<file path="src/rtl/dsp_sample_buffer_pkg.sv">
// Register map, bit positions and reset constants shared by the sample buffer and its bench.
package dsp_sample_buffer_defs;

    typedef enum logic [1:0] {
        REG_DATA      = 2'd0,
        REG_STATUS    = 2'd1,
        REG_CONTROL   = 2'd2,
        REG_THRESHOLD = 2'd3
    } reg_sel_e;

    localparam int ST_EMPTY     = 0;
    localparam int ST_FULL      = 1;
    localparam int ST_STALL     = 2;
    localparam int ST_IRQ       = 3;
    localparam int ST_LEVEL_LSB = 8;

    localparam int CTL_ENABLE = 0;
    localparam int CTL_FLUSH  = 1;

    localparam logic RST_ENABLE = 1'b0;
    localparam logic RST_STALL  = 1'b0;

endpackage

</file>
<file path="src/rtl/dsp_sample_buffer_if.sv">
// Wishbone classic slave bus plus the streaming sample input and level interrupt.
interface dsp_sample_buffer_if #(
    parameter int dw = 32,
    parameter int aw = 32
);
    logic [aw-1:0] wb_adr_i;
    logic [dw-1:0] wb_dat_i;
    logic [3:0]    wb_sel_i;
    logic          wb_we_i;
    logic          wb_cyc_i;
    logic          wb_stb_i;
    logic [2:0]    wb_cti_i;
    logic [1:0]    wb_bte_i;
    logic [dw-1:0] wb_dat_o;
    logic          wb_ack_o;
    logic          wb_err_o;
    logic          wb_rty_o;
    logic          s_valid;
    logic [dw-1:0] s_data;
    logic          s_ready;
    logic          level_irq;

    modport slave (
        input  wb_adr_i, wb_dat_i, wb_sel_i, wb_we_i, wb_cyc_i, wb_stb_i, wb_cti_i, wb_bte_i,
        output wb_dat_o, wb_ack_o, wb_err_o, wb_rty_o,
        input  s_valid, s_data,
        output s_ready, level_irq
    );

    modport master (
        output wb_adr_i, wb_dat_i, wb_sel_i, wb_we_i, wb_cyc_i, wb_stb_i, wb_cti_i, wb_bte_i,
        input  wb_dat_o, wb_ack_o, wb_err_o, wb_rty_o,
        output s_valid, s_data,
        input  s_ready, level_irq
    );

endinterface

</file>
<file path="src/rtl/dsp_sample_buffer_fifo.sv">
// Synchronous FIFO: push/pop visible at the next edge; flush wins over a coincident push.
// Caller must not push when full or pop when empty; both are also guarded here.
module dsp_sync_fifo #(
    parameter int dw         = 32,
    parameter int DEPTH_LOG2 = 4
) (
    input  logic                  clk,
    input  logic                  rst,
    input  logic                  push_i,
    input  logic                  pop_i,
    input  logic                  flush_i,
    input  logic [dw-1:0]         wdata_i,
    output logic [dw-1:0]         rdata_o,
    output logic [DEPTH_LOG2:0]   level_o,
    output logic                  full_o,
    output logic                  empty_o
);
    import dsp_sample_buffer_defs::*;

    localparam int DEPTH = 1 << DEPTH_LOG2;

    logic [dw-1:0]         mem_q [DEPTH];
    logic [DEPTH_LOG2-1:0] wr_ptr_q, wr_ptr_d;
    logic [DEPTH_LOG2-1:0] rd_ptr_q, rd_ptr_d;
    logic [DEPTH_LOG2:0]   level_q, level_d;
    logic                  push_ok, pop_ok;

    assign full_o  = (level_q == (DEPTH_LOG2+1)'(DEPTH));
    assign empty_o = (level_q == '0);
    assign push_ok = push_i && !full_o && !flush_i;
    assign pop_ok  = pop_i && !empty_o && !flush_i;
    assign rdata_o = mem_q[rd_ptr_q];
    assign level_o = level_q;

    always_comb begin
        wr_ptr_d = wr_ptr_q;
        rd_ptr_d = rd_ptr_q;
        level_d  = level_q;
        if (flush_i) begin
            wr_ptr_d = '0;
            rd_ptr_d = '0;
            level_d  = '0;
        end else begin
            if (push_ok) wr_ptr_d = wr_ptr_q + 1'b1;
            if (pop_ok)  rd_ptr_d = rd_ptr_q + 1'b1;
            if (push_ok && !pop_ok) level_d = level_q + 1'b1;
            if (pop_ok && !push_ok) level_d = level_q - 1'b1;
        end
    end

    always_ff @(posedge clk or posedge rst) begin
        if (rst) begin
            wr_ptr_q <= '0;
            rd_ptr_q <= '0;
            level_q  <= '0;
        end else begin
            wr_ptr_q <= wr_ptr_d;
            rd_ptr_q <= rd_ptr_d;
            level_q  <= level_d;
        end
    end

    always_ff @(posedge clk) begin
        if (push_ok) mem_q[wr_ptr_q] <= wdata_i;
    end

endmodule

</file>
<file path="src/rtl/dsp_sample_buffer.sv">
// Wishbone-polled sample FIFO: one-cycle registered ack/err per access, one access per 2 cycles.
// Producer is backpressured via s_ready (enable & !full); overrun attempts set the sticky stall bit.
module dsp_sample_buffer #(
    parameter int            dw            = 32,
    parameter int            aw            = 32,
    parameter int            DEPTH_LOG2    = 4,
    parameter logic [aw-1:0] SLAVE_ADDRESS = '0
) (
    input logic                wb_clk,
    input logic                wb_rst,
    dsp_sample_buffer_if.slave bus
);
    import dsp_sample_buffer_defs::*;

    localparam int DEPTH = 1 << DEPTH_LOG2;

    logic                ack_q, ack_d, err_q, err_d;
    logic [dw-1:0]       dat_q, dat_d;
    logic                enable_q, enable_d;
    logic                stall_q, stall_d;
    logic [DEPTH_LOG2:0] threshold_q, threshold_d;
    logic                stall_clr, pop, flush, push;
    logic                full, empty, req, hit, irq;
    logic [dw-1:0]       head, status;
    logic [DEPTH_LOG2:0] level;
    reg_sel_e            reg_sel;
    logic                unused_ok;

    assign unused_ok = ^{bus.wb_sel_i, bus.wb_cti_i, bus.wb_bte_i, bus.wb_adr_i[1:0], bus.wb_dat_i};

    assign hit     = (bus.wb_adr_i[aw-1:4] == SLAVE_ADDRESS[aw-1:4]);
    assign req     = bus.wb_cyc_i && bus.wb_stb_i && hit && !ack_q && !err_q;
    assign reg_sel = reg_sel_e'(bus.wb_adr_i[3:2]);

    assign bus.s_ready   = enable_q && !full;
    assign push          = bus.s_valid && bus.s_ready;
    assign irq           = enable_q && (level >= threshold_q);
    assign bus.level_irq = irq;

    always_comb begin
        status                             = '0;
        status[ST_EMPTY]                   = empty;
        status[ST_FULL]                    = full;
        status[ST_STALL]                   = stall_q;
        status[ST_IRQ]                     = irq;
        status[ST_LEVEL_LSB +: 8]          = 8'(level);
    end

    always_comb begin
        ack_d       = 1'b0;
        err_d       = 1'b0;
        dat_d       = '0;
        pop         = 1'b0;
        flush       = 1'b0;
        stall_clr   = 1'b0;
        enable_d    = enable_q;
        threshold_d = threshold_q;
        if (req) begin
            unique case (reg_sel)
                REG_DATA: begin
                    // Reading an empty FIFO or writing DATA is a bus error, not a stale value.
                    if (!bus.wb_we_i && !empty) begin
                        ack_d = 1'b1;
                        dat_d = head;
                        pop   = 1'b1;
                    end else begin
                        err_d = 1'b1;
                    end
                end
                REG_STATUS: begin
                    ack_d = 1'b1;
                    if (bus.wb_we_i) stall_clr = bus.wb_dat_i[ST_STALL];
                    else             dat_d     = status;
                end
                REG_CONTROL: begin
                    ack_d = 1'b1;
                    if (bus.wb_we_i) begin
                        enable_d = bus.wb_dat_i[CTL_ENABLE];
                        flush    = bus.wb_dat_i[CTL_FLUSH];
                    end else begin
                        dat_d[CTL_ENABLE] = enable_q;
                    end
                end
                REG_THRESHOLD: begin
                    ack_d = 1'b1;
                    if (bus.wb_we_i) threshold_d = bus.wb_dat_i[DEPTH_LOG2:0];
                    else             dat_d[DEPTH_LOG2:0] = threshold_q;
                end
                default: ;
            endcase
        end
        stall_d = (stall_q && !stall_clr) || (bus.s_valid && enable_q && full);
    end

    always_ff @(posedge wb_clk or posedge wb_rst) begin
        if (wb_rst) begin
            ack_q       <= 1'b0;
            err_q       <= 1'b0;
            dat_q       <= '0;
            enable_q    <= RST_ENABLE;
            stall_q     <= RST_STALL;
            threshold_q <= (DEPTH_LOG2+1)'(DEPTH);
        end else begin
            ack_q       <= ack_d;
            err_q       <= err_d;
            dat_q       <= dat_d;
            enable_q    <= enable_d;
            stall_q     <= stall_d;
            threshold_q <= threshold_d;
        end
    end

    assign bus.wb_dat_o = dat_q;
    assign bus.wb_ack_o = ack_q;
    assign bus.wb_err_o = err_q;
    assign bus.wb_rty_o = 1'b0;

    dsp_sync_fifo #(
        .dw         (dw),
        .DEPTH_LOG2 (DEPTH_LOG2)
    ) u_fifo (
        .clk     (wb_clk),
        .rst     (wb_rst),
        .push_i  (push),
        .pop_i   (pop),
        .flush_i (flush),
        .wdata_i (bus.s_data),
        .rdata_o (head),
        .level_o (level),
        .full_o  (full),
        .empty_o (empty)
    );

endmodule
</file>
<file path="src/flat_wrapper.sv">
// flat-port wrapper written by rule: the top's interface ports become plain ports
module dsp_sample_buffer_flat import dsp_sample_buffer_defs::*;
#(
    parameter int            dw            = 32,
    parameter int            aw            = 32,
    parameter int            DEPTH_LOG2    = 4,
    parameter logic [aw-1:0] SLAVE_ADDRESS = '0
)
  (wb_clk, wb_rst, bus_wb_adr_i, bus_wb_dat_i, bus_wb_sel_i, bus_wb_we_i, bus_wb_cyc_i, bus_wb_stb_i, bus_wb_cti_i, bus_wb_bte_i, bus_wb_dat_o, bus_wb_ack_o, bus_wb_err_o, bus_wb_rty_o, bus_s_valid, bus_s_data, bus_s_ready, bus_level_irq);
  dsp_sample_buffer_if #(.dw(dw), .aw(aw)) bus_i ();
  input logic wb_clk;
  input logic wb_rst;
  input wire logic [$bits(bus_i.wb_adr_i)-1:0] bus_wb_adr_i;
  input wire logic [$bits(bus_i.wb_dat_i)-1:0] bus_wb_dat_i;
  input wire logic [$bits(bus_i.wb_sel_i)-1:0] bus_wb_sel_i;
  input wire logic [$bits(bus_i.wb_we_i)-1:0] bus_wb_we_i;
  input wire logic [$bits(bus_i.wb_cyc_i)-1:0] bus_wb_cyc_i;
  input wire logic [$bits(bus_i.wb_stb_i)-1:0] bus_wb_stb_i;
  input wire logic [$bits(bus_i.wb_cti_i)-1:0] bus_wb_cti_i;
  input wire logic [$bits(bus_i.wb_bte_i)-1:0] bus_wb_bte_i;
  output wire logic [$bits(bus_i.wb_dat_o)-1:0] bus_wb_dat_o;
  output wire logic [$bits(bus_i.wb_ack_o)-1:0] bus_wb_ack_o;
  output wire logic [$bits(bus_i.wb_err_o)-1:0] bus_wb_err_o;
  output wire logic [$bits(bus_i.wb_rty_o)-1:0] bus_wb_rty_o;
  input wire logic [$bits(bus_i.s_valid)-1:0] bus_s_valid;
  input wire logic [$bits(bus_i.s_data)-1:0] bus_s_data;
  output wire logic [$bits(bus_i.s_ready)-1:0] bus_s_ready;
  output wire logic [$bits(bus_i.level_irq)-1:0] bus_level_irq;
  assign bus_i.wb_adr_i = bus_wb_adr_i;
  assign bus_i.wb_dat_i = bus_wb_dat_i;
  assign bus_i.wb_sel_i = bus_wb_sel_i;
  assign bus_i.wb_we_i = bus_wb_we_i;
  assign bus_i.wb_cyc_i = bus_wb_cyc_i;
  assign bus_i.wb_stb_i = bus_wb_stb_i;
  assign bus_i.wb_cti_i = bus_wb_cti_i;
  assign bus_i.wb_bte_i = bus_wb_bte_i;
  assign bus_wb_dat_o = bus_i.wb_dat_o;
  assign bus_wb_ack_o = bus_i.wb_ack_o;
  assign bus_wb_err_o = bus_i.wb_err_o;
  assign bus_wb_rty_o = bus_i.wb_rty_o;
  assign bus_i.s_valid = bus_s_valid;
  assign bus_i.s_data = bus_s_data;
  assign bus_s_ready = bus_i.s_ready;
  assign bus_level_irq = bus_i.level_irq;
  dsp_sample_buffer #(.dw(dw), .aw(aw), .DEPTH_LOG2(DEPTH_LOG2), .SLAVE_ADDRESS(SLAVE_ADDRESS)) u_core (.wb_clk(wb_clk), .wb_rst(wb_rst), .bus(bus_i));
endmodule
</file>
<file path="config.mk">
export PLATFORM = sky130hd
export DESIGN_NAME = dsp_sample_buffer_flat
export DESIGN_NICKNAME = d
export VERILOG_FILES = /design/src/rtl/dsp_sample_buffer_pkg.sv /design/src/rtl/dsp_sample_buffer_if.sv /design/src/rtl/dsp_sample_buffer_fifo.sv /design/src/rtl/dsp_sample_buffer.sv /design/src/flat_wrapper.sv
export SDC_FILE = /design/constraint.sdc
export NUM_CORES = 1
export LEC_CHECK = 0
export CORE_MARGIN = 3
export CORE_UTILIZATION = 55
export DETAILED_ROUTE_END_ITERATION = 10
export PLACE_DENSITY = 0.85
export SLEW_MARGIN = 20
export SYNTH_ARGS = -nofsm -noshare
export SYNTH_HDL_FRONTEND = slang
export SYNTH_SLANG_ARGS = --single-unit
</file>
<file path="constraint.sdc">
create_clock -name wb_clk -period 4.64 [get_ports wb_clk]
set_input_delay 0.928 -clock wb_clk [delete_from_list [all_inputs] [get_ports wb_clk]]
set_output_delay 0.928 -clock wb_clk [all_outputs]
set_load 0.05 [all_outputs]
</file>
Yosys cells after proc, flatten, opt, wreduce, memory -nomap -nowiden:

Memories as Yosys holds them, arrays and structs flattened.
Cells that the tools add are included.

* bits in registers: 54
* RAM bits: 512
* input bits: 111
* output and inout bits: 37
* word-level logic and storage cells: 86
* memories: 1

* add/subtract/negate cells: 4
* $lt $le $gt $ge: 1
* equal/unequal tests: 4
* mux-type cells: 31
* reductions and logical operators: 36

Memory list
* u_core.u_fifo.mem_q: depth 16, bits a word 32, read ports 1, clocked after memory_dff 0, wr ports 1, line dsp_sample_buffer_fifo.sv:22 `logic [dw-1:0] mem_q [DEPTH];`

Operators by type and width (number)
* $mux W32: 2
* $pmux W27 S2: 1
* $logic_not A28 Y1: 1
* $mux W5: 4
* $logic_and A1 B1 Y1: 17
* $mux W1: 16
* $mux W4: 4
* $mux W13: 1
* $pmux W4 S3: 1
* $logic_not A1 Y1: 9
* $add A4 B1 Y4 const B: 2
* $reduce_and A3 Y1: 2
* $add A5 B1 Y5 const B: 1
* $eq A5 B5 Y1 const B: 1
* $ge A5 B5 Y1: 1
* $logic_not A5 Y1: 1
* $sub A5 B1 Y5 const B: 1
* $eq A2 B2 Y1 const B: 2
* $pmux W1 S4: 1
* $reduce_bool A2 Y1: 2
* $reduce_bool A3 Y1: 1
* $reduce_or A3 Y1: 1
* $eq A2 B1 Y1 const B: 1
* $logic_not A2 Y1: 1
* 2 further kinds: 2

Longest topological paths before layout:

* depth after elaboration: 13
* mapped depth: 13
* depth with buffers taken out: 13

Modules after synthesis:

From an unflattened synthesis, not the netlist that was laid out.

* cells, all modules: 989
* area, all modules: 22008.6 um^2

By module, submodules not included
* dsp_sync_fifo: times used 1, cells each 830, area each 20221.9 um^2, seq. area each 15700.1 um^2
* dsp_sample_buffer: times used 1, cells each 159, area each 1786.7 um^2, seq. area each 1027.2 um^2

Worst setup path before layout:

OpenSTA, ideal clock, no wires.

* kind: input to register
* start: input bus_wb_adr_i[28]
* end: register u_core.u_fifo.level_q[4], in the netlist u_core.u_fifo.level_o[4]
* data arrival time: 3584 ps
* slack: 978 ps
* stages: 13
* path buffers: 1
* cell sequence: nor4_1 > nand4_1 > or2_1 > clkbuf_1 > o21ai_0 > ha_1 > inv_1 > fa_1 > nor2b_1 > o21ai_0 > and3_1 > or4_1 > a21oi_1

* longest elaborated chain between the ends: 11
* elaborated cells between the ends (all ways): 17

Ends and longest elaborated chain
* from (decl): line flat_wrapper.sv:13 `input wire logic [$bits(bus_i.wb_adr_i)-1:0] bus_wb_adr_i;`
* $logic_not A28 Y1 *: line dsp_sample_buffer.sv:31 `assign hit = (bus.wb_adr_i[aw-1:4] == SLAVE_ADDRESS[aw-1:4]);`
* $logic_and A1 B1 Y1 * (3 in a row): line dsp_sample_buffer.sv:32 `assign req = bus.wb_cyc_i && bus.wb_stb_i && hit && !ack_q && !err_q;`
* $mux W1: line dsp_sample_buffer.sv:58 `if (req) begin`
* $logic_not A1 Y1: line dsp_sample_buffer_fifo.sv:30, dsp_sample_buffer_fifo.sv:31
* $logic_and A1 B1 Y1: line dsp_sample_buffer_fifo.sv:30 `assign push_ok = push_i && !full_o && !flush_i;`
* $logic_not A1 Y1: line dsp_sample_buffer_fifo.sv:47 `if (pop_ok && !push_ok) level_d = level_q - 1'b1;`
* $logic_and A1 B1 Y1: line dsp_sample_buffer_fifo.sv:47
* $mux W5: line dsp_sample_buffer_fifo.sv:47
* $mux W5: line dsp_sample_buffer_fifo.sv:39 `if (flush_i) begin`
* to (signal assigned): line dsp_sample_buffer_fifo.sv:59 `level_q <= level_d;`
* to (decl): line dsp_sample_buffer_fifo.sv:25 `logic [DEPTH_LOG2:0] level_q, level_d;`

Mark *: on every way between the ends. The rest lies on a longest branch, timed or not.
A chain may end at the register's enable or synchronous reset.

Final worst setup path:

* start: register u_core.u_fifo.level_q[0], in the netlist u_core.u_fifo.level_o[0]
* end: output bus_level_irq

* longest elaborated chain between the ends: 2

Ends and longest elaborated chain
* $ge A5 B5 Y1: line dsp_sample_buffer.sv:37 `assign irq = enable_q && (level >= threshold_q);`
* $logic_and A1 B1 Y1: line dsp_sample_buffer.sv:37
* to (decl): line flat_wrapper.sv:28 `output wire logic [$bits(bus_i.level_irq)-1:0] bus_level_irq;`

Every way passes these cells.

==> summary.txt <==
Clk_lat worst skew: 0.60 ns
Total number of vias: 11240
TritonCTS buffer count: 54
GRT Util Overall: 25.08%
Final number of setup-violating endpoints: 0
Synth area leader: edfxtp_1
CP max stage delay: 0.87 ns
Die area: 42380 um^2
DRC: 0
Hold Slack: 0.5466 ns
Yosys reg bits: 566
Highest-count cells in the layout ignoring fill and taps: edfxtp_1, mux4_2, clkdlybuf4s50_1, clkbuf_16, dfrtp_1
Clock H-tree levels: 2
Setup slack after placement: 0.3737 ns
Critical path type: reg -> out
Leading cell type in the layout, fill and taps excluded: edfxtp_1
Outcome: finished, final reports clean
Worst Hold Class: reg -> reg
Post-synth EDFFs: 512
Pins Over Slew Limit: 0
Share of cells above drive strength 1: 23.20%
Worst slew pin tran: 1.149 ns
Req. time, crit path: 3.71 ns
CP Max Fanout: 6
Clock Path Buffers: 3
Die W: 205.9 um
Pwr/cell area: 402.7 nW/um^2
TritonCTS Sinks: 566
Initial antenna violation count: 4
Detailed placement HPWL: 27120 um
Nets: 1305
Leak: 8.435 nW
Initial DRC count: 1143
ANT nets after route: 0
Arr. time, crit path: 2.81 ns
GRT overflow: 0
Setup Buffers After CTS: 0
Period utilization: 80.59%
Synth top area share: 69.98%
Post-synthesis cell count: 1034
TritonCTS clock tree: yes
Largest net degree at the start of global routing: 78
Cts hold-fix bufs: 0
IO buf count: 108
CTS resizes: 0
Setup TNS: 0 ns
Rel. slew slack: 23.39%
Layout area overhead: 16.85%
Seq/Total Area, Yosys: 76.13%
Total wire length: 51580 um
Crit-path cells: inv_1 -> ha_1 -> nand2b_1 -> a31oi_1 -> o21ai_0 -> clkdlybuf4s50_1
Critical path endpoint category: output pin
Vias per cell: 6.443
Synth Flop Type: edfxtp_1
Initial Utilization: 56.20%
Worst path slowest cell: clkdlybuf4s50_1
GP Congestion: 0.8573
Final core utilization: 65.66%
Multi-input logic area: 4950 um^2
Yosys cell types: 55
Synthesized area: 21970 um^2
Final hold violation count: 0
Final WS setup: 0.9005 ns
RSZ-0062 raised after global routing: false
Synth Warn #: 0
Syn_area_per_cell: 21.25 um^2
Main area contributors after synthesis: edfxtp_1, mux4_2, dfrtp_1
Reg area: 16740 um^2
Clock Tree Root: clkbuf_16
Cell Rows: 72
Max-Cap Viols: 0
Syn Nets: 1160
Vias in the first global route: 11830
Routed len/inst: 29.58 um
Fillers: 2440
Async set-reset flop share out of synthesis: 9.541%
DR pass1 iterations: 7
Peak supply drop: 0.3179 mV
Core Area: 39100 um^2
FMAX: 267.4 MHz
Critical Path Source Type: flop
Min Clock Period, post-route: 3.740 ns
Clk slew on worst S/H paths: 0.06 ns
Clk_skew: 0.01552 ns
I/O pins: 148
First-pass GRT wire length: 76160 um
Die Ht: 205.9 um
-- logic make-up (layout without fill, tap and decap cells) --
kind of cell / Yosys count / after routing / share of synthesized area (%)
flops: 566 / 566 / 76.13
mux: 173 / 173 / 15.73
simple gates: 139 / 139 / 3.468
buf+inv: 70 / 260 / 1.464
compound gates: 63 / 63 / 2.022
fa+ha+maj: 15 / 15 / 0.8884
xor+xnor: 7 / 7 / 0.2790
other cells: 1 / 3 / 0.01707
-- sequential cells by signal, summed over array words and instances (netlist names) --
register / cells
u_core.u_fifo.level_o: 5
u_core.u_fifo.wr_ptr_q: 4
u_core.u_fifo.mem_q: 512
u_core.enable_q: 1
u_core.bus.wb_err_o: 1
u_core.threshold_q: 5
u_core.bus.wb_ack_o: 1
u_core.stall_q: 1
u_core.bus.wb_dat_o: 32
u_core.u_fifo.rd_ptr_q: 4
-- metal layers --
layer | part of all wire, % | track usage, % | wire length [um] | vias up
met5 | 0.025 | 0 | 13 | -
met4 | 4.0 | 11.01 | 2066 | 2
met3 | 9.2 | 5.465 | 4771 | 154
met2 | 50 | 41.01 | 25960 | 691
met1 | 36 | 33.04 | 18780 | 5818
li1 | - | - | - | 4572
-- critical path, delay by kind of cell (launching register included) --
kind	cells	cell delay, ns
compound gates	2	0.41
fa+ha+maj	1	0.28
buf+inv	2	0.98
flops	1	0.46
simple gates	1	0.09
-- layout make-up --
class	instances	area share, %
tap	518	2.525
multi-input combinational	398	19.28
inverter	16	0.2339
clock inverter	41	1.969
antenna	2	0.01950
clock buffer	60	5.351
timing repair buffer	143	5.429
sequential	566	65.19
-- path summary, 6_finish.rpt --
check | startpoint | to | slack (ns) | depth (start not counted)
setup / recovery | u_core.u_fifo.level_o[0] | bus_level_irq | 0.90 | 6
hold / removal | u_core.stall_q | u_core.stall_q | 0.55 | 1
setup reg to reg | u_core.u_fifo.level_o[0] | u_core.u_fifo.level_o[4] | 1.38 | 11
hold reg to reg | u_core.stall_q | u_core.stall_q | 0.55 | 1
max in group asynchronous | wb_rst | u_core.threshold_q[4] | 2.91 | 3
min in group asynchronous | wb_rst | u_core.bus.wb_dat_o[6] | 0.82 | 2
-- synthesized netlist by cell type, types with 2 or more instances --
library cell and count:
a211o_1 2, a211oi_1 3, a21o_1 4, a21oi_1 12, a31oi_1 4, a32oi_1 2, and2_1 18, and3_1 24
buf_1 8, buf_2 11, buf_4 12, clkbuf_1 23, dfrtp_1 53, edfxtp_1 512, ha_1 14, inv_1 15
mux2_2 8, mux2i_1 28, mux4_2 137, nand2_1 17, nand2b_1 3, nand3_1 11, nand4_1 6, nor2_1 24
nor2b_1 9, nor3_1 5, nor4_1 13, nor4b_1 2, o21a_1 2, o21ai_0 7, o221ai_1 9, o22ai_1 4
o2bb2a_1 2, o2bb2ai_1 2, o31ai_1 2, or4_1 2, xnor2_1 4, xor2_1 3
-- power by group --
part	switching, mW	internal [mW]	leakage [nW]	total, mW
Clock	1.89	2.75	0.910	4.64
Sequential	0.00000000620	5.56	5.34	5.56
Combinational	0.0834	0.0576	2.19	0.141
-- per-stage QoR --
step | power [mW] | area (um^2) | std cells
final | 10.34 | 25670 | 1744
after global routing | 10.60 | 25670 | 1744
after CTS | 10.39 | 25660 | 1742
after detailed placement | 5.805 | 23780 | 1641
after global placement | 5.796 | 23780 | 1641
after floorplan | 5.684 | 21970 | 1034
Note: power is estimated with default switching activity, not from simulation.
